==> src/rtl/sirv_qspi_shifter.sv <==
// Byte-wide SPI/QSPI frame shifter: serialises one byte per frame over 1/2/4 lanes
// and returns the byte captured on the receive lanes.
module sirv_qspi_shifter (
  input  logic        clk,
  input  logic        rst_n,
  input  logic        io_tx_valid,
  output logic        io_tx_ready,
  input  logic [7:0]  io_tx_bits,
  input  logic [7:0]  io_cnt,
  input  logic [1:0]  io_fmt_proto,
  input  logic        io_fmt_endian,
  input  logic        io_fmt_iodir,
  input  logic [11:0] io_sck_div,
  input  logic        io_sck_pol,
  output logic        io_rx_valid,
  output logic [7:0]  io_rx_bits,
  output logic        io_active,
  output logic        io_sck,
  output logic [3:0]  io_dq_o,
  output logic [3:0]  io_dq_oe,
  input  logic [3:0]  io_dq_i
);

  typedef enum logic [1:0] {IDLE, SHIFT, DONE} state_t;

  state_t      state;
  logic [7:0]  tx_sr;
  logic [7:0]  rx_sr;
  logic [3:0]  beats;
  logic [11:0] phase;
  logic [11:0] div_q;
  logic [1:0]  proto_q;
  logic        endian_q;
  logic        iodir_q;
  logic        trail;
  logic [3:0]  samp;
  logic [7:0]  tx_next;
  logic [7:0]  rx_next;
  logic [3:0]  cnt_clamped;

  function automatic logic [7:0] rev8(input logic [7:0] d);
    logic [7:0] r;
    for (int i = 0; i < 8; i++) r[i] = d[7-i];
    return r;
  endfunction

  assign cnt_clamped = (io_cnt > 8'd8) ? 4'd8 : io_cnt[3:0];
  assign io_tx_ready = (state == IDLE);
  assign io_active   = (state != IDLE);

  // Proto 3 falls through to the single-lane arm everywhere.
  always_comb begin
    case (proto_q)
      2'd1:    begin tx_next = {tx_sr[5:0], 2'b00};   rx_next = {rx_sr[5:0], samp[1:0]}; end
      2'd2:    begin tx_next = {tx_sr[3:0], 4'b0000}; rx_next = {rx_sr[3:0], samp};      end
      default: begin tx_next = {tx_sr[6:0], 1'b0};    rx_next = {rx_sr[6:0], samp[0]};   end
    endcase
  end

  always_comb begin
    io_dq_o = 4'b0000;
    case (proto_q)
      2'd1:    io_dq_o[1:0] = tx_sr[7:6];
      2'd2:    io_dq_o      = tx_sr[7:4];
      default: io_dq_o[0]   = tx_sr[7];
    endcase
  end

  always_comb begin
    io_dq_oe = 4'b0000;
    if (state == SHIFT) begin
      case (proto_q)
        2'd1:    io_dq_oe = iodir_q ? 4'b0011 : 4'b0000;
        2'd2:    io_dq_oe = iodir_q ? 4'b1111 : 4'b0000;
        default: io_dq_oe = 4'b0001;
      endcase
    end
  end

  always_ff @(posedge clk or negedge rst_n) begin
    if (!rst_n) begin
      state       <= IDLE;
      tx_sr       <= 8'h00;
      rx_sr       <= 8'h00;
      beats       <= 4'd0;
      phase       <= 12'd0;
      div_q       <= 12'd0;
      proto_q     <= 2'd0;
      endian_q    <= 1'b0;
      iodir_q     <= 1'b0;
      trail       <= 1'b0;
      samp        <= 4'd0;
      io_sck      <= 1'b0;
      io_rx_valid <= 1'b0;
      io_rx_bits  <= 8'h00;
    end else begin
      io_rx_valid <= 1'b0;
      case (state)
        IDLE: begin
          if (io_tx_valid) begin
            div_q    <= io_sck_div;
            proto_q  <= io_fmt_proto;
            endian_q <= io_fmt_endian;
            iodir_q  <= io_fmt_iodir;
            io_sck   <= io_sck_pol;
            tx_sr    <= io_fmt_endian ? rev8(io_tx_bits) : io_tx_bits;
            rx_sr    <= 8'h00;
            beats    <= cnt_clamped;
            phase    <= 12'd0;
            trail    <= 1'b0;
            if (cnt_clamped == 4'd0) begin
              state       <= DONE;
              io_rx_valid <= 1'b1;
              io_rx_bits  <= 8'h00;
            end else begin
              state <= SHIFT;
            end
          end
        end
        SHIFT: begin
          if (phase == div_q) begin
            phase  <= 12'd0;
            io_sck <= ~io_sck;
            trail  <= ~trail;
            if (!trail) begin
              case (proto_q)
                2'd1:    samp <= {2'b00, io_dq_i[1:0]};
                2'd2:    samp <= io_dq_i;
                default: samp <= {3'b000, io_dq_i[1]};
              endcase
            end else begin
              tx_sr <= tx_next;
              rx_sr <= rx_next;
              beats <= beats - 4'd1;
              // Final trailing edge: publish the byte as the frame closes.
              if (beats == 4'd1) begin
                state       <= DONE;
                io_rx_valid <= 1'b1;
                io_rx_bits  <= endian_q ? rev8(rx_next) : rx_next;
              end
            end
          end else begin
            phase <= phase + 12'd1;
          end
        end
        DONE:    state <= IDLE;
        default: state <= IDLE;
      endcase
    end
  end

endmodule

==> config.mk <==
export PLATFORM = sky130hd
export DESIGN_NAME = sirv_qspi_shifter
export DESIGN_NICKNAME = d
export VERILOG_FILES = /design/src/rtl/sirv_qspi_shifter.sv
export SDC_FILE = /design/constraint.sdc
export NUM_CORES = 1
export LEC_CHECK = 0
export CAP_MARGIN = 20
export CORE_ASPECT_RATIO = 0.75
export CORE_UTILIZATION = 48
export CTS_CLUSTER_DIAMETER = 50
export DETAILED_ROUTE_END_ITERATION = 7
export PLACE_DENSITY = 0.76
export RECOVER_POWER = 25
export SLEW_MARGIN = 20
export SYNTH_ARGS = -nofsm -noshare
export SYNTH_HDL_FRONTEND = slang
export SYNTH_SLANG_ARGS = --single-unit
==> constraint.sdc <==
create_clock -name clk -period 1.93 [get_ports clk]
set_clock_uncertainty 0.1 [all_clocks]
set_input_delay 0.193 -clock clk [delete_from_list [all_inputs] [get_ports clk]]
set_output_delay 0.193 -clock clk [all_outputs]
set_load 0.1 [all_outputs]
==> impl_metrics.ini, run 1 <==
[outcome]
status = complete, but fails checks
failed_checks = setup timing

[worst_setup_path]
r2r-start = proto_q[0]
timing.critical_path.to = io_dq_oe[0]
crit_slowest_cell = dfrtp_1
critPathMaxFanout = 5
r2r_cells = 9
reg2reg_slack_ns = -0.10
worstPathRequired_ns = 1.64
r2r-end = io_rx_bits[2]
start_kind = flip-flop
arrival_ns = 1.74
crit_path_end_kind = primary output
path_class = reg -> out
crit_chain = inv_2 -> ha_4 -> buf_8 -> clkinvlp_4 -> a21oi_4 -> buf_12
cp-startpoint = proto_q[0]
slowest_delay_ns = 0.40

[synth]
synth_top_area_share = 0.444
synthFlopType = dfrtp_1
synth-edff-count = 0
netlist_area_um2 = 3600
yosysUniqueCellTypes = 51
ys_seq_area_frac = 0.444
synth.area.top_cells = dfrtp_1, nand2_1, mux2i_1, o21ai_0, xnor2_1
async_flop_share = 1.00
synth.avg_cell_area_um2 = 9.34
ys_seq_elements = 64
synth_cells = 386
synth_largest_area_cell = dfrtp_1
synth_warnings = 0
syn-num-nets = 431

[finish]
diodes = 0
final_layout_size_suffix_gt1_frac = 0.327
syn_to_final_growth_pct = 48.1
final_core_util = 0.759
fillers = 477
num-nets-final = 542

[clock_tree]
clk_pin_slew_worst_paths_ns = 0.07
insertion_delay_ns = 0.34
ctsRootBufferMaster = clkbuf_8
clockBufferDepth = 2
htreeDepth = 3
cts_tree = built
cts_sinks = 64
cts_buffers = 9

[grt]
antenna_found_initial = 0
grt_max_degree = 65
grt_pass1_wl_mm = 16.8
grt_pass1_vias = 3405
gr-total-overflow = 0
track_usage = 0.278

[pwr]
ir_worst_vdd_mv = 0.954
internal_power_mw = 4.68
power_density_nw_per_um2 = 1510
combPwrFrac = 0.553
power_frac_seq = 0.271
leakage_nw = 2.44
clockPowerShare = 0.175
swShare = 0.418
p_switching_mw = 3.36

[timing]
max_freq_ghz = 0.491
fin_crit_ns = 2.04
finalSetupViolCount = 14
tightestPinTransition_ns = 0.860
hold_violations = 0
finalWorstSetupSlack_ns = -0.106
finalCritPeriodShare = 1.05
slew_headroom = 0.427
drv_slew = 0
rsz0062_at_grt = yes

[place]
pre_cts_slack_ns = -0.355
port_buffers = 59
routabilityCongestion = 0.826
dp_hpwl_mm = 6.67

[detailed_routing]
drc = 0
drtIter0Drc = 222
avgViaCountPerCell = 5.82
wl_mm = 10.7
vias = 3494
wire_per_inst_um = 17.9
firstDrtPassIters = 5
ant_nets = 0

[floorplan]
dieArea_um2 = 7860
num_io_pins = 60
die_x_um = 102
initial_core_util = 0.513
coreArea_um2 = 7030
dieHeight_um = 77.0
rows = 26

[run]
cap_viol_max_count = 0

[min_path]
hold_class = in -> reg
placed cells by master (no fill, tap or decap), drive strengths merged, types with 5 or more instances in the layout:
cell           count
buf               82
nand2             79
dfrtp             64
clkdlybuf4s50     38
o21ai             31
mux2i             23
nor2              23
a21oi             16
xnor2             13
inv               11
mux2              10
clkbuf            10
a221o              8
nand4              6
nand3              6
or3                6
a22o               5
a211oi             5
nor2b              5
and4               5
ha                 5
logic make-up after synthesis:
kind of cell	Yosys count	share of synthesized area
simple gates	148	0.200
compound gates	88	0.159
flops	64	0.444
buf+inv	34	0.0444
mux	33	0.0962
xor+xnor	14	0.0382
fa+ha+maj	5	0.0174
routing by layer:
metal / up-vias / track usage / wire length (um)
met3: 30 / 0.0492 / 683
met2: 155 / 0.441 / 5090
met4: 0 / 0.0886 / 278
li1: 1592 / - / -
met5: - / 0 / 0
met1: 1717 / 0.383 / 4660
repair_timing:
item / 4_1_cts / 5_1_grt
setup buffers: 11 / 9
cloned: 2 / 0
endpoints found under the hold margin: 64 / 0
resized for setup: 38 / 42
endpoints found under the setup margin: 35 / 41
hold buffers: 1 / 0
pin swaps: 7 / 13
state kept, by name (all words and copies together), names as in the netlist:
name	cells
io_sck	1
trail	1
io_rx_valid	1
div_q	12
rx_sr	7
proto_q	2
endian_q	1
samp	4
state	2
io_rx_bits	8
tx_sr	8
phase	12
beats	4
iodir_q	1
worst min-delay path by stage:
| stage | startpoint | to | slack [ns] | cells past startpoint |
|---|---|---|---|---|
| 2_1_floorplan | rst_n | beats[0] | -0.20 | 0 |
| 3_3_place_gp | rst_n | div_q[5] | 0.13 | 2 |
| 3_5_place_dp | rst_n | div_q[5] | 0.13 | 2 |
| 4_1_cts | io_sck_div[9] | div_q[9] | 0.27 | 3 |
| 5_1_grt | io_sck_div[9] | div_q[9] | 0.28 | 3 |
| 6_report | io_sck_div[9] | div_q[9] | 0.27 | 3 |
metrics by stage:
stage / setup TNS, ns / instance area, um2 / hold slack (ns) / instances / total power, mW
floorplan: -0.287 / 3670 / -0.203 / 386 / 4.45
global placement: -1.80 / 4650 / 0.131 / 561 / 5.49
global route: -2.04 / 5340 / 0.279 / 600 / 8.43
finish: -0.585 / 5340 / 0.271 / 600 / 8.03
CTS: -0.455 / 5130 / 0.265 / 591 / 7.51
detailed placement: -2.48 / 4650 / 0.132 / 561 / 5.59
final cells by class:
class	instances	area, um2	area share
inverter	11	45.0	0.00844
clock inverter	7	119	0.0223
clock buffer	9	124	0.0232
sequential	64	1600	0.301
tap	98	123	0.0230
timing repair buffer	122	1200	0.224
multi-input combinational	289	2120	0.398
cells in the mapped netlist, types with 2 or more instances:
master and number:
a211oi_1 5, a21o_1 2, a21oi_1 16, a221o_1 8, a221oi_1 2, a22o_1 5, a22oi_1 4, a31o_2 2
a31oi_1 4, and2_1 4, and3_1 4, and4_1 3, buf_1 2, buf_2 5, buf_6 3, clkbuf_1 12
dfrtp_1 64, ha_1 5, inv_1 11, mux2_1 8, mux2i_1 23, nand2_1 79, nand2b_1 2, nand3_1 5
nand4_1 6, nor2_1 21, nor2b_1 5, nor3_1 4, nor3b_1 2, o21ai_0 31, o2bb2ai_1 2, o31ai_1 2
or3_1 6, xnor2_1 11, xnor2_2 2
critical path: cells and delay by family, from the launching register on:
family                     cells  cell delay [ns]
buffers and inverters          4             0.52
DFF                            1             0.40
adders and majority gates      1             0.29
AOI/OAI and AO/OA              1             0.18
power by group through the flow:
stage | combinational, mW | clock [mW] | sequential, mW
after floorplan | 2.35 | 0 | 2.10
after global placement | 3.41 | 0 | 2.08
after detailed placement | 3.49 | 0 | 2.10
after CTS | 3.98 | 1.42 | 2.12
after global routing | 4.73 | 1.49 | 2.22
final | 4.45 | 1.41 | 2.18
No activity file was read; power rests on OpenSTA's default activity.
==> run 2: changes to the inputs <==
Settings changed: ABC_AREA set to 1, CORE_UTILIZATION 48 to 49, PLACE_DENSITY 0.76 to 0.77.
==> run 2 against run 1 <==
- the flow still finishes with violations (setup timing)
- sequential cell count did not move
- combinational power fell by 70%
- cell count rose by 17%
- sequential share of layout area rose by 2.3 points
- largest power group is now registers
==> impl_metrics.ini, run 2 <==
[outcome]
status = complete, but fails checks
failed_checks = setup timing

[finish]
diodes = 0
fillers = 609
top_regs = div_q: 12 flops, phase: 12 flops
final_layout_size_suffix_gt1_frac = 0.171
syn_to_final_growth_pct = 31.1
stdcell_count = 699
final_core_util = 0.669
final_common_cell = nand2_1
stdcell_area_um2 = 4950
num-nets-final = 640
final_cell_mix = nand2_1, dfrtp_1, inv_1

[synth]
synth_warnings = 0
ys_seq_elements = 64
synthFlopType = dfrtp_1
synth_top_area_share = 0.424
synth.area.top_cells = dfrtp_1, nand2_1, o21ai_0, inv_1, nand3_1
netlist_area_um2 = 3770
ys_seq_area_frac = 0.424
yosysUniqueCellTypes = 32
yosysMostFrequentCell = nand2_1
async_flop_share = 1.00
syn-num-nets = 566
synth_cells = 521
synth_largest_area_cell = dfrtp_1
synth.avg_cell_area_um2 = 7.25
yosys-top-cells-count = nand2_1, dfrtp_1, inv_1, o21ai_0, nor2_1
synth-edff-count = 0

[detailed_routing]
drc = 0
avgViaCountPerCell = 5.38
wl_mm = 10.4
drtIter0Drc = 366
wire_per_inst_um = 14.9
firstDrtPassIters = 5
ant_nets = 0
vias = 3760

[place]
placed_cell_area_um2 = 4650
routabilityCongestion = 0.906
dp_hpwl_mm = 7.29
dp_cells = 676
port_buffers = 59

[timing]
hold_violations = 0
rsz0062_at_grt = yes
finalWorstSetupSlack_ns = -0.0221
fin_crit_ns = 1.95
finalSetupViolCount = 2
slew_headroom = 0.406
tightestPinTransition_ns = 0.891
finalCritPeriodShare = 1.01
max_freq_ghz = 0.512
drv_slew = 0

[worst_setup_path]
r2r_cells = 10
worstPathRequired_ns = 1.64
reg2reg_slack_ns = 0.07
r2r-end = io_rx_bits[4]
critPathMaxFanout = 6
start_kind = flip-flop
r2r-start = proto_q[1]
arrival_ns = 1.66
path_class = reg -> out
crit_path_end_kind = primary output

[grt]
gr-total-overflow = 0
grt_max_degree = 65
antenna_found_initial = 0
grt_pass1_vias = 3414
track_usage = 0.266
grt_pass1_wl_mm = 16.4

[min_path]
hold_end = div_q[10]
hold_class = in -> reg
min_from = io_sck_div[10]
whs_path_depth = 3

[floorplan]
die_x_um = 103
num_io_pins = 60
dieArea_um2 = 8060
initial_core_util = 0.510
dieHeight_um = 78.0
coreArea_um2 = 7400
rows = 27

[run]
cap_viol_max_count = 0

[clock_tree]
cts_buffers = 9
ctsRootBufferMaster = clkbuf_8
insertion_delay_ns = 0.34
clk_pin_slew_worst_paths_ns = 0.07
cts_sinks = 64
clockBufferDepth = 2
htreeDepth = 3
cts_tree = built

[pwr]
ir_worst_vdd_mv = 0.416
power_density_nw_per_um2 = 820
power_mw = 4.06
leakage_nw = 2.41
==> run 2: what timing repair did <==
action,in CTS,in global routing
pin swaps,1,2
hold endpoints to repair,64,0
gates resized for setup,7,16
setup endpoints to repair,4,23
setup buffers,5,3
hold buffers,1,0
==> run 2: critical path: stages (launching register included) <==
cell and delay (ns):
dfrtp_1 0.42, ha_4 0.27, inv_4 0.08, nand2_4 0.08
o211ai_1 0.26, buf_12 0.21
==> run 2: worst max-delay path by stage <==
stage | from | to | slack [ns] | cells after the start
6_report | proto_q[1] | io_dq_o[0] | -0.02 | 5
2_1_floorplan | proto_q[1] | io_dq_o[0] | -0.87 | 6
5_1_grt | proto_q[1] | io_dq_o[0] | -0.08 | 5
3_3_place_gp | io_cnt[0] | io_rx_bits[5] | 0.12 | 7
4_1_cts | proto_q[0] | io_dq_oe[0] | -0.01 | 5
3_5_place_dp | proto_q[0] | io_rx_bits[0] | 0.05 | 9
==> run 2: power by group <==
group	internal (mW)	total (mW)	leakage, nW	switching (mW)
combinational	0.548	1.34	1.51	0.794
sequential	1.51	1.72	0.814	0.214
clock	0.479	0.989	0.0838	0.510
total	2.54	4.06	2.41	1.52
==> run 2: cell families (layout without fill, tap and decap cells) <==
family,count (synthesis),count (layout),synth area share
fa+ha+maj,5,5,0.0166
xor+xnor,12,12,0.0278
compound gates,79,79,0.120
buf+inv,71,148,0.0795
flops,64,64,0.424
simple gates,290,290,0.332
==> run 2: layout make-up <==
class	instances	area (um2)	area share
Multi-Input combinational cell	386	1970	0.398
Tap cell	101	126	0.0255
Inverter	49	191	0.0387
Sequential cell	64	1600	0.324
Clock buffer	10	138	0.0278
Timing Repair Buffer	85	900	0.182
Clock inverter	4	22.5	0.00455
==> run 2: metal layers <==
metal,track usage,up-vias,share of wire
li1,-,1825,-
met1,0.393,1746,0.45
met2,0.401,168,0.45
met3,0.0516,21,0.079
met4,0.0634,0,0.013
met5,0,-,0
==> run 2: metrics by stage <==
stage | hold WS [ns] | setup WS [ns] | setup TNS [ns]
after CTS | 0.295 | -0.0111 | -0.0319
after global routing | 0.317 | -0.0755 | -0.230
after floorplan | -0.203 | -0.866 | -3.25
after global placement | 0.131 | 0.120 | 0
after detailed placement | 0.133 | 0.0454 | 0
final | 0.297 | -0.0221 | -0.0417
==> run 3: changes to the inputs <==
Clock period 1.93 ns to 1.7 ns, I/O delays scaled along.
==> run 3 against run 2 <==
- the run still ends with setup timing left
- routed wire length is 21% higher
- via count increased by 12%
- setup slack worse by 0.28 ns
- clock power rose by 44%
- sequential share of layout area is 4.6 points lower
- total power up 35%
- critical endpoint is now io_dq_oe[0]
- core utilization rose by 11 points
- non-clock buffer count is 38 higher
- sequential power grew 10%
==> impl_metrics.ini, run 3 (synthesized netlist as in run 2, its figures left out) <==
[detailed_routing]
wire_per_inst_um = 17.1
drtIter0Drc = 341
drc = 0
vias = 4211
avgViaCountPerCell = 5.71
wl_mm = 12.6
firstDrtPassIters = 6
ant_nets = 0

[pwr]
power_density_nw_per_um2 = 947
ir_worst_vdd_mv = 0.539
power_mw = 5.46
leakage_nw = 2.70

[min_path]
hold_class = in -> reg
whs_path_depth = 3
min_from = io_sck_div[0]
hold_end = div_q[0]

[floorplan]
dieArea_um2 = 8060
coreArea_um2 = 7400
rows = 27
initial_core_util = 0.510
die_x_um = 103
dieHeight_um = 78.0
num_io_pins = 60

[grt]
grt_pass1_vias = 3613
antenna_found_initial = 0
grt_pass1_wl_mm = 17.1
gr-total-overflow = 0
track_usage = 0.278
grt_max_degree = 32

[worst_setup_path]
r2r-end = io_rx_bits[6]
r2r_cells = 10
start_kind = flip-flop
arrival_ns = 1.73
path_class = reg -> out
crit_path_end_kind = primary output
r2r-start = proto_q[1]
worstPathRequired_ns = 1.43
reg2reg_slack_ns = -0.24
critPathMaxFanout = 5

[clock_tree]
ctsRootBufferMaster = clkbuf_8
cts_sinks = 64
clockBufferDepth = 2
htreeDepth = 3
cts_tree = built
clk_pin_slew_worst_paths_ns = 0.07
cts_buffers = 9
insertion_delay_ns = 0.36

[place]
dp_hpwl_mm = 7.27
pre_cts_slack_ns = -0.142
routabilityCongestion = 0.919
port_buffers = 59

[finish]
top_regs = div_q: 12 flops, phase: 12 flops
final_common_cell = nand2_1
fillers = 430
final_layout_size_suffix_gt1_frac = 0.278
final_core_util = 0.780
num-nets-final = 678
syn_to_final_growth_pct = 52.8
final_cell_mix = nand2_1, dfrtp_1, buf_4
diodes = 0

[timing]
finalWorstSetupSlack_ns = -0.301
max_freq_ghz = 0.500
rsz0062_at_grt = yes
tightestPinTransition_ns = 1.34
drv_slew = 0
hold_violations = 0
whs_ns = 0.258
slew_headroom = 0.108
finalCritPeriodShare = 1.18
fin_crit_ns = 2.00
finalSetupViolCount = 22

[run]
cap_viol_max_count = 0

[outcome]
status = complete, but fails checks
failed_checks = setup timing
-- run 3: changes by cell type in the layout (fill, tap and decap cells not counted), moves of 5 or more --
| cell | change |
|---|---|
| buf_12 | +12 |
| buf_4 | +14 |
| buf_6 | +6 |
| nand2_1 | -7 |
| nor2_1 | -6 |
| nor2_2 | +5 |
| o21ai_0 | -21 |
| o21ai_1 | +18 |
| o22ai_1 | -12 |
| o22ai_2 | +10 |
-- run 3: per-layer routing --
metal / routed length, um / vias up / global-route usage
li1: - / 1912 / -
met1: 5030 / 1970 / 0.371
met2: 5960 / 269 / 0.446
met3: 1060 / 60 / 0.0516
met4: 581 / 0 / 0.111
met5: 0 / - / 0
-- run 3: critical path, stage by stage, from the launching register on --
cell and delay [ns]:
dfrtp_1 0.42, ha_4 0.32, inv_6 0.05, buf_6 0.12, buf_4 0.13, a21oi_4 0.14, buf_12 0.19
-- run 3: final cells by class --
cell class,instances,area (um2),area share
sequential,64,1610,0.278
inverter,49,206,0.0358
multi-input combinational,386,2180,0.378
clock inverter,4,70.1,0.0121
clock buffer,11,131,0.0228
tap,101,126,0.0219
timing repair buffer,123,1450,0.251
-- run 3: timing repair --
item | CTS | global route
hold buffers | 1 | 0
buffers inserted | 7 | 16
pin swaps | 6 | 27
resized for setup | 21 | 61
cloned | 1 | 2
hold endpoints to repair | 19 | 0
setup endpoints to repair | 35 | 52
-- run 3: worst max-delay path by stage --
stage / start / endpoint / slack (ns) / depth (start not counted)
after floorplan: proto_q[1] / io_dq_o[0] / -1.07 / 6
after global placement: io_cnt[0] / io_rx_bits[4] / -0.09 / 7
after detailed placement: io_cnt[5] / io_rx_bits[3] / -0.14 / 9
after CTS: proto_q[0] / io_dq_o[0] / -0.24 / 6
after global routing: proto_q[0] / io_dq_oe[0] / -0.34 / 7
final: proto_q[1] / io_dq_oe[0] / -0.30 / 6
-- run 3: report_power, final --
part	total [mW]	internal [mW]	switching (mW)
sequential	1.90	1.72	0.187
clock	1.42	0.814	0.605
combinational	2.14	0.945	1.20
-- run 3: through the flow --
step | TNS (ns) | instance area (um2) | std cells
final | -3.01 | 5770 | 738
after global routing | -7.46 | 5770 | 738
after CTS | -2.12 | 5360 | 721
after detailed placement | -1.33 | 4980 | 697
after global placement | -0.702 | 4980 | 697
after floorplan | -14.14 | 3920 | 521
